<file path="config.mk">
export PLATFORM = sky130hd
export DESIGN_NAME = rs_enc_framer
export DESIGN_NICKNAME = d
export VERILOG_FILES = /design/src/rtl/rs_enc_framer_pkg.sv /design/src/rtl/rs_enc_framer_word2byte_ser.sv /design/src/rtl/rs_enc_framer.sv
export SDC_FILE = /design/constraint.sdc
export NUM_CORES = 1
export LEC_CHECK = 0
export ABC_AREA = 1
export ABC_CLOCK_PERIOD_IN_PS = 1900
export BUFFER_PORTS_ARGS = -buffer_cell sky130_fd_sc_hd__buf_2
export CAP_MARGIN = 30
export CORE_UTILIZATION = 50
export CTS_CLUSTER_SIZE = 20
export DETAILED_ROUTE_END_ITERATION = 10
export HOLD_SLACK_MARGIN = 0.06
export PLACE_DENSITY_LB_ADDON = 0.2
export SLEW_MARGIN = 15
export SYNTH_ARGS = -nofsm -noshare
export SYNTH_HDL_FRONTEND = slang
export SYNTH_SLANG_ARGS = --single-unit
</file>
<file path="constraint.sdc">
create_clock -name core_clk -period 1.9 [get_ports core_clk]
set_input_delay 0.285 -clock core_clk [delete_from_list [all_inputs] [get_ports core_clk]]
set_output_delay 0.285 -clock core_clk [all_outputs]
set_load 0.02 [all_outputs]
</file>
<file path="src/rtl/rs_enc_framer_pkg.sv">
// Shared types and defaults for the RS encoder transmit framer.
// Imported by the framer top and its word-to-byte serialiser.
package rs_enc_framer_pkg;

    typedef enum logic [0:0] {
        SHIFT = 1'b0,
        PAD   = 1'b1
    } framer_state_t;

    localparam int         RS_K_DEFAULT   = 223;
    localparam logic [7:0] RS_PAD_DEFAULT = 8'h00;

    // Bits needed to count 0..k-1; never narrower than one bit so K=1 still elaborates.
    function automatic int blk_cnt_width(input int k);
        if (k < 2) begin
            return 1;
        end else begin
            return $clog2(k);
        end
    endfunction

endpackage

</file>
<file path="src/rtl/rs_enc_framer_word2byte_ser.sv">
// Holds one 32-bit message word and presents it a byte at a time, byte0 first.
// Reports the handshake of byte 3 so the framer knows when a word is finished.
module rs_enc_framer_word2byte_ser (
    input  logic        clk,
    input  logic        rst_n,
    input  logic [31:0] word_data,
    input  logic        word_accept,
    input  logic        byte_xfer,
    output logic        hold_vld,
    output logic [1:0]  byte_idx,
    output logic [7:0]  byte_data,
    output logic        last_byte_xfer
);

    logic [31:0] hold_q;
    logic [31:0] hold_d;
    logic        hold_vld_q;
    logic        hold_vld_d;
    logic [1:0]  byte_idx_q;
    logic [1:0]  byte_idx_d;

    // Next hold/index: a new word has priority over the byte-3 release it replaces.
    always_comb begin
        hold_d     = hold_q;
        hold_vld_d = hold_vld_q;
        byte_idx_d = byte_idx_q;
        if (word_accept) begin
            hold_d     = word_data;
            hold_vld_d = 1'b1;
            byte_idx_d = 2'd0;
        end else if (byte_xfer) begin
            byte_idx_d = byte_idx_q + 2'd1;
            if (byte_idx_q == 2'd3) begin
                hold_vld_d = 1'b0;
            end else begin
                hold_vld_d = hold_vld_q;
            end
        end else begin
            hold_vld_d = hold_vld_q;
        end
    end

    // Serialiser state registers.
    always_ff @(posedge clk or negedge rst_n) begin
        if (!rst_n) begin
            hold_q     <= 32'h0000_0000;
            hold_vld_q <= 1'b0;
            byte_idx_q <= 2'd0;
        end else begin
            hold_q     <= hold_d;
            hold_vld_q <= hold_vld_d;
            byte_idx_q <= byte_idx_d;
        end
    end

    // Byte select from the held word.
    always_comb begin
        byte_data = 8'h00;
        case (byte_idx_q)
            2'd0:    byte_data = hold_q[7:0];
            2'd1:    byte_data = hold_q[15:8];
            2'd2:    byte_data = hold_q[23:16];
            2'd3:    byte_data = hold_q[31:24];
            default: byte_data = 8'h00;
        endcase
    end

    assign hold_vld       = hold_vld_q;
    assign byte_idx       = byte_idx_q;
    assign last_byte_xfer = byte_xfer && (byte_idx_q == 2'd3);

endmodule

</file>
<file path="src/rtl/rs_enc_framer.sv">
// Serialises 32-bit message words into K-byte RS information blocks on an 8-bit AXIS,
// padding a short final block with PAD_BYTE and marking every block end with tlast.
module rs_enc_framer
    import rs_enc_framer_pkg::*;
#(
    parameter int         K        = RS_K_DEFAULT,
    parameter logic [7:0] PAD_BYTE = RS_PAD_DEFAULT
) (
    input  logic        core_clk,
    input  logic        rst_n,
    input  logic [31:0] input_tdata,
    input  logic        input_tvalid,
    input  logic        input_tlast,
    output logic        input_tready,
    output logic [7:0]  m_axis_tdata,
    output logic        m_axis_tvalid,
    output logic        m_axis_tlast,
    input  logic        m_axis_tready,
    output logic        pad_active,
    output logic [15:0] blocks_sent
);

    localparam int             BLK_W  = blk_cnt_width(K);
    localparam logic [BLK_W-1:0] K_LAST = BLK_W'(K - 1);

    framer_state_t    state_q;
    framer_state_t    state_d;
    logic [BLK_W-1:0] blk_cnt_q;
    logic [BLK_W-1:0] blk_cnt_d;
    logic [15:0]      blocks_sent_q;
    logic [15:0]      blocks_sent_d;
    logic             msg_last_q;
    logic             msg_last_d;
    logic             rdy_en_q;
    logic             rdy_en_d;

    logic             hold_vld_s;
    logic [1:0]       byte_idx_s;
    logic [7:0]       ser_byte_s;
    logic             last_byte_xfer_s;
    logic             word_accept_s;
    logic             byte_xfer_s;
    logic             axis_hs_s;
    logic             blk_at_last_s;
    logic             tvalid_s;
    logic [7:0]       tdata_s;
    logic             tready_s;

    assign blk_at_last_s = (blk_cnt_q == K_LAST);
    assign word_accept_s = input_tvalid && tready_s;
    assign byte_xfer_s   = (state_q == SHIFT) && hold_vld_s && m_axis_tready;
    assign axis_hs_s     = tvalid_s && m_axis_tready;

    rs_enc_framer_word2byte_ser u_ser (
        .clk            (core_clk),
        .rst_n          (rst_n),
        .word_data      (input_tdata),
        .word_accept    (word_accept_s),
        .byte_xfer      (byte_xfer_s),
        .hold_vld       (hold_vld_s),
        .byte_idx       (byte_idx_s),
        .byte_data      (ser_byte_s),
        .last_byte_xfer (last_byte_xfer_s)
    );

    // Output view per state; tready may take the next word in the same cycle byte 3 leaves.
    always_comb begin
        tvalid_s = 1'b0;
        tdata_s  = 8'h00;
        tready_s = 1'b0;
        case (state_q)
            SHIFT: begin
                tvalid_s = hold_vld_s;
                tdata_s  = ser_byte_s;
                tready_s = rdy_en_q && (!hold_vld_s ||
                           ((byte_idx_s == 2'd3) && m_axis_tready && !msg_last_q));
            end
            PAD: begin
                tvalid_s = 1'b1;
                tdata_s  = PAD_BYTE;
                tready_s = 1'b0;
            end
            default: begin
                tvalid_s = 1'b0;
                tdata_s  = 8'h00;
                tready_s = 1'b0;
            end
        endcase
    end

    // Block position, block counter and SHIFT/PAD sequencing.
    always_comb begin
        state_d       = state_q;
        msg_last_d    = msg_last_q;
        blk_cnt_d     = blk_cnt_q;
        blocks_sent_d = blocks_sent_q;
        rdy_en_d      = 1'b1;

        if (axis_hs_s) begin
            if (blk_at_last_s) begin
                blk_cnt_d     = {BLK_W{1'b0}};
                blocks_sent_d = blocks_sent_q + 16'd1;
            end else begin
                blk_cnt_d = blk_cnt_q + BLK_W'(1);
            end
        end else begin
            blk_cnt_d = blk_cnt_q;
        end

        case (state_q)
            SHIFT: begin
                if (word_accept_s) begin
                    msg_last_d = input_tlast;
                end else if (last_byte_xfer_s && msg_last_q) begin
                    // A message ending exactly on a block boundary needs no padding.
                    if (blk_at_last_s) begin
                        msg_last_d = 1'b0;
                    end else begin
                        state_d = PAD;
                    end
                end else begin
                    msg_last_d = msg_last_q;
                end
            end
            PAD: begin
                if (axis_hs_s && blk_at_last_s) begin
                    state_d    = SHIFT;
                    msg_last_d = 1'b0;
                end else begin
                    state_d = PAD;
                end
            end
            default: begin
                state_d = SHIFT;
            end
        endcase
    end

    // Framer state registers.
    always_ff @(posedge core_clk or negedge rst_n) begin
        if (!rst_n) begin
            state_q       <= SHIFT;
            blk_cnt_q     <= {BLK_W{1'b0}};
            blocks_sent_q <= 16'h0000;
            msg_last_q    <= 1'b0;
            rdy_en_q      <= 1'b0;
        end else begin
            state_q       <= state_d;
            blk_cnt_q     <= blk_cnt_d;
            blocks_sent_q <= blocks_sent_d;
            msg_last_q    <= msg_last_d;
            rdy_en_q      <= rdy_en_d;
        end
    end

    assign input_tready  = tready_s;
    assign m_axis_tvalid = tvalid_s;
    assign m_axis_tdata  = tdata_s;
    assign m_axis_tlast  = tvalid_s && blk_at_last_s;
    assign pad_active    = (state_q == PAD);
    assign blocks_sent   = blocks_sent_q;

endmodule

</file>
==> results of run 1 <==
-- worst max-delay path, stage by stage (launching register included) --
cell,delay (ps)
dfrtp_2,460
inv_4,110
ha_4,160
buf_6,140
a21oi_2,40
a31oi_1,210
buf_4,180
-- metrics by stage --
step	instance area (um2)	hold slack, ps	util, %	worst slack [ps]	setup TNS (ps)
after floorplan	3250	-10.6	-	212	0
after global placement	3630	237	57.6	249	0
after detailed placement	3630	233	57.6	224	0
after CTS	3930	133	62.2	-2.72	-2.72
after global routing	3990	148	63.2	-96.4	-303
final	3990	145	63.2	-3.37	-3.37
-- area by class of cell --
cell class / count / area (um2) / area share (%)
Clock buffer: 10 / 128 / 3.20
Tap cell: 77 / 96.3 / 2.41
Sequential cell: 62 / 1550 / 38.9
Clock inverter: 5 / 75.1 / 1.88
Inverter: 38 / 150 / 3.76
Timing Repair Buffer: 76 / 447 / 11.2
Multi-Input combinational cell: 305 / 1540 / 38.6
-- repair_timing --
action,4_1_cts,5_1_grt
gates cloned,0,0
hold endpoints to repair,14,0
gates resized for setup,15,17
endpoints found under the setup margin,9,9
buffers inserted,3,2
hold buffers,1,0
pin swaps,2,4
-- layer usage --
metal  track usage [%]  vias up
met4              10.5        0
li1                  -     1454
met1              29.3     1331
met2              38.9       66
met5                 0        -
met3              3.96       12
-- synthesized netlist by cell type --
cell type | count | area [um2]
a21oi_1 | 12 | 60.1
a31oi_1 | 9 | 56.3
buf_1 | 2 | 7.51
buf_2 | 3 | 15.0
buf_4 | 2 | 15.0
buf_6 | 4 | 45.0
clkbuf_1 | 3 | 11.3
conb_1 | 1 | 3.75
dfrtp_1 | 62 | 1550
ha_1 | 7 | 87.6
inv_1 | 34 | 128
inv_2 | 4 | 15.0
mux2_2 | 1 | 11.3
nand2_1 | 188 | 706
nand2_2 | 1 | 6.26
nand2_4 | 4 | 45.0
nand3_1 | 13 | 65.1
nand3_2 | 1 | 10.0
nand3_4 | 1 | 17.5
nand4_1 | 5 | 31.3
nor2_1 | 20 | 75.1
nor2_2 | 4 | 25.0
nor2_4 | 3 | 33.8
nor2_8 | 1 | 20.0
nor3_1 | 5 | 25.0
nor3_4 | 1 | 16.3
o21ai_0 | 17 | 85.1
o21ai_1 | 3 | 15.0
xnor2_1 | 3 | 26.3
xor2_1 | 5 | 43.8
-- registers in the layout, summed over array words and instances (netlist names) --
register        flops
u_ser.byte_idx      2
rdy_en_q            1
u_ser.hold_vld      1
u_ser.hold_q       32
blk_cnt_q           8
pad_active          1
blocks_sent        16
msg_last_q          1
-- report_power, final --
group	internal, mW	switching [mW]
logic	0.866	1.30
registers	1.81	0.381
clock network	0.725	0.493
-- logic make-up after synthesis --
group,Yosys count,share of synthesized area [%]
muxes,1,0.346
and+or+nand+nor,247,33.1
adders and majority gates,7,2.69
DFF,62,47.7
xor gates and xnor gates,8,2.15
other,1,0.115
buffers and inverters,52,7.27
AOI/OAI and AO/OA,41,6.65
-- final timing paths --
| kind | startpoint | to | slack (ps) | cells after the start |
|---|---|---|---|---|
| worst max-delay path | u_ser.byte_idx[0] | m_axis_tdata[0] | -3 | 6 |
| worst max register to register | blk_cnt_q[0] | msg_last_q | 240 | 10 |
| worst min-delay path | input_tdata[3] | u_ser.hold_q[3] | 140 | 3 |
| min in group asynchronous | rst_n | blk_cnt_q[4] | 410 | 2 |
| max in group asynchronous | rst_n | u_ser.hold_q[8] | 910 | 3 |
| worst min register to register | u_ser.hold_q[0] | u_ser.hold_q[0] | 480 | 2 |
==> impl_metrics.json, run 1 <==
{
  "ioPinCount": 65,
  "irDropWorstVdd_uv": 871,
  "required_ps": 1620,
  "clk_pin_slew_ps": 70,
  "viasPerCell": 5.00,
  "gp_congestion": 0.859,
  "synth_area_um2": 3250,
  "syn_inst": 419,
  "maxSlewViolCount": 0,
  "drive_gt1_share_pct": 25.2,
  "detail-route-antenna-nets": 0,
  "rows": 29,
  "n_antenna_cell": 0,
  "areaGrowthSynthToFinish_pct": 22.7,
  "final_common_cell": "nand2_1",
  "yosysWarnings": 0,
  "min_period_over_period_pct": 100,
  "hold_viol_final": 0,
  "clock-sinks": 62,
  "wl_met2_um": 3600,
  "layout_common_cells": "nand2_1 (188), dfrtp_1 (60), buf_2 (57), inv_1 (30), nor2_1 (20)",
  "grt_max_degree": 34,
  "total_power_mw": 5.57,
  "skew_ps": 4.21,
  "maxCapViolations": 0,
  "dr.max_layer_used": "met4",
  "setup_slack_ps": -3.37,
  "dp_hpwl_um": 5020,
  "m1WireLength_um": 3270,
  "layoutNonFillerInstCount": 573,
  "fin_nets": 536,
  "placed_cells": 552,
  "setup_viol": 1,
  "n_fill_cell": 560,
  "max_slew_margin_pct": 63.9,
  "worstSetupPathType": "reg -> out",
  "finalCriticalPeriod_ps": 1900,
  "drc_errors": 0,
  "core-area_um2": 6310,
  "vias": 2863,
  "worstMarginPinSlew_ps": 540,
  "cp.arrival_ps": 1620,
  "yosysUniqueCellTypes": 30,
  "drt_iter0_markers": 164,
  "synth-seq-cells": 62,
  "synth-seq-area-share_pct": 47.7,
  "wl_per_cell_um": 12.7,
  "drtPass1Iterations": 5,
  "overflow": 0,
  "hp-class": "in -> reg",
  "die_w_um": 82.7,
  "grt_pass1_vias": 2677,
  "grt_pass1_wl_um": 11800,
  "cts_buffers": 9,
  "syn-mean-instance-area_um2": 7.76,
  "routed_wl_um": 7270,
  "antenna_found_initial": 0,
  "die-area_um2": 6830,
  "worst_setup_path_end_kind": "output port",
  "cts_buffer_depth": 2,
  "insertion_delay_ps": 330,
  "startpoint_type": "flip-flop",
  "p_leak_nw": 2.12,
  "cts_max_level": 3,
  "synth_nets": 463,
  "violations": "negative setup slack",
  "dieHeight_um": 82.7,
  "start_util_pct": 51.5,
  "power.density_nw_per_um2": 1400,
  "tritoncts": "done",
  "rsz0062_at_grt": "true",
  "status": "finished, violations left",
  "grt_use_total_pct": 23.3,
  "cts_root_buf": "clkbuf_8",
  "io_buffers": 64,
  "cp_max_fo": 8,
  "fmax_ghz": 0.525,
  "wl_met3_um": 273
}
No activity file was read; power rests on OpenSTA's default activity.
==> inputs of run 2 (changes only) <==
--- a/config.mk
+++ b/config.mk
@@ -18,3 +18,4 @@
 export SYNTH_ARGS = -nofsm -noshare
 export SYNTH_HDL_FRONTEND = slang
 export SYNTH_SLANG_ARGS = --single-unit
+export TNS_END_PERCENT = 5
==> impl_metrics.json, run 2 (synthesis results as in run 1) <==
{
  "grt_pass1_vias": 2677,
  "worstSetupPathType": "reg -> out",
  "placed_area_um2": 3630,
  "worst_setup_path_end_kind": "output port",
  "total_power_mw": 5.57,
  "cts_root_buf": "clkbuf_8",
  "hp-start": "input_tdata[3]",
  "routed_wl_um": 7270,
  "ioPinCount": 65,
  "fin_nets": 535,
  "violations": "negative setup slack",
  "r2r_slack_ps": 250,
  "n_fill_cell": 559,
  "cp.arrival_ps": 1620,
  "drc_errors": 0,
  "drive_gt1_share_pct": 24.8,
  "n_antenna_cell": 0,
  "maxCapViolations": 0,
  "overflow": 0,
  "r2r_start": "pad_active",
  "cp_max_fo": 8,
  "setup_slack_ps": -6.76,
  "holdPathEnd": "u_ser.hold_q[3]",
  "layoutNonFillerInstCount": 572,
  "cts_max_level": 3,
  "skew_ps": 3.97,
  "status": "finished, violations left",
  "design_area_um2": 3980,
  "areaGrowthSynthToFinish_pct": 22.3,
  "wl_per_cell_um": 12.7,
  "clk_pin_slew_ps": 70,
  "io_buffers": 64,
  "rsz0062_at_grt": "true",
  "rows": 29,
  "dp_hpwl_um": 5020,
  "setup_viol": 2,
  "cts_buffers": 9,
  "vias": 2878,
  "startpoint_type": "flip-flop",
  "grt_max_degree": 34,
  "grt_pass1_wl_um": 11800,
  "power.density_nw_per_um2": 1400,
  "final_common_cell": "nand2_1",
  "top_register": "u_ser.hold_q",
  "core-area_um2": 6310,
  "hp-class": "in -> reg",
  "drt_iter0_markers": 163,
  "largest_reg_flops": 32,
  "start_util_pct": 51.5,
  "p_leak_nw": 2.11,
  "whs_path_depth": 3,
  "drtPass1Iterations": 4,
  "placed_cells": 552,
  "clock-sinks": 62,
  "maxSlewViolCount": 0,
  "max_slew_margin_pct": 63.5,
  "detail-route-antenna-nets": 0,
  "die_w_um": 82.7,
  "die-area_um2": 6830,
  "min_period_over_period_pct": 100,
  "finalCriticalPeriod_ps": 1910,
  "hold_viol_final": 0,
  "required_ps": 1620,
  "insertion_delay_ps": 330,
  "cts_buffer_depth": 2,
  "dieHeight_um": 82.7,
  "antenna_found_initial": 0,
  "reg2reg_to": "msg_last_q",
  "gp_congestion": 0.859,
  "irDropWorstVdd_uv": 877,
  "viasPerCell": 5.03,
  "grt_use_total_pct": 23.3,
  "tritoncts": "done",
  "layout_common_cells": "nand2_1 (188), dfrtp_1 (60), buf_2 (57), inv_1 (30), nor2_1 (20)",
  "worstMarginPinSlew_ps": 547,
  "reg2reg_depth": 9,
  "fmax_ghz": 0.524
}
-- run 2: worst max-delay path, cell delays in order, from the launching register on --
cell,delay [ps]
dfrtp_2,460
inv_4,110
ha_4,160
buf_6,140
a21oi_2,40
a31oi_1,210
buf_4,180
-- run 2: final cells by class --
class	instances	area (um2)	area share, %
Clock inverter	5	75.1	1.89
Multi-Input combinational cell	305	1540	38.6
Inverter	38	150	3.77
Tap cell	77	96.3	2.42
Clock buffer	10	128	3.21
Timing Repair Buffer	75	439	11.0
Sequential cell	62	1550	39.0
-- run 2: timing repair --
action | in CTS | in global routing
hold buffers | 1 | 0
buffers inserted | 3 | 1
pin swaps | 2 | 3
gates resized for setup | 15 | 16
setup endpoints to repair | 9 | 9
endpoints found under the hold margin | 14 | 0
-- run 2: through the flow --
step	setup slack, ps	hold WS [ps]	setup TNS, ps	utilization (%)
global route	-95.4	148	-297	63.0
detailed placement	224	233	0	57.6
finish	-6.76	143	-9.33	63.0
global placement	249	237	0	57.6
floorplan	212	-10.6	0	-
CTS	-2.72	133	-2.72	62.2
-- run 2: report_power, final --
part	switching, mW	leakage [nW]	internal (mW)	total [mW]
Combinational	1.30	1.25	0.860	2.16
Sequential	0.383	0.752	1.81	2.19
Clock	0.495	0.106	0.725	1.22
-- run 2: metal layers --
layer | track usage (%) | up-vias | part of all wire, %
met1 | 29.3 | 1342 | 45
li1 | - | 1454 | -
met2 | 38.9 | 68 | 50
met4 | 10.5 | 0 | 1.9
met5 | 0 | - | 0
met3 | 3.96 | 14 | 3.6
-- run 2: worst max-delay path by stage --
stage	depth (start not counted)	to	slack, ps	from
after detailed placement	9	blocks_sent[9]	220	blk_cnt_q[0]
final	6	m_axis_tdata[0]	-7	u_ser.byte_idx[0]
after global routing	6	m_axis_tdata[0]	-100	u_ser.byte_idx[0]
after CTS	6	m_axis_tdata[6]	-3	u_ser.byte_idx[0]
after floorplan	6	m_axis_tdata[0]	210	u_ser.byte_idx[0]
after global placement	6	m_axis_tdata[6]	250	u_ser.byte_idx[0]
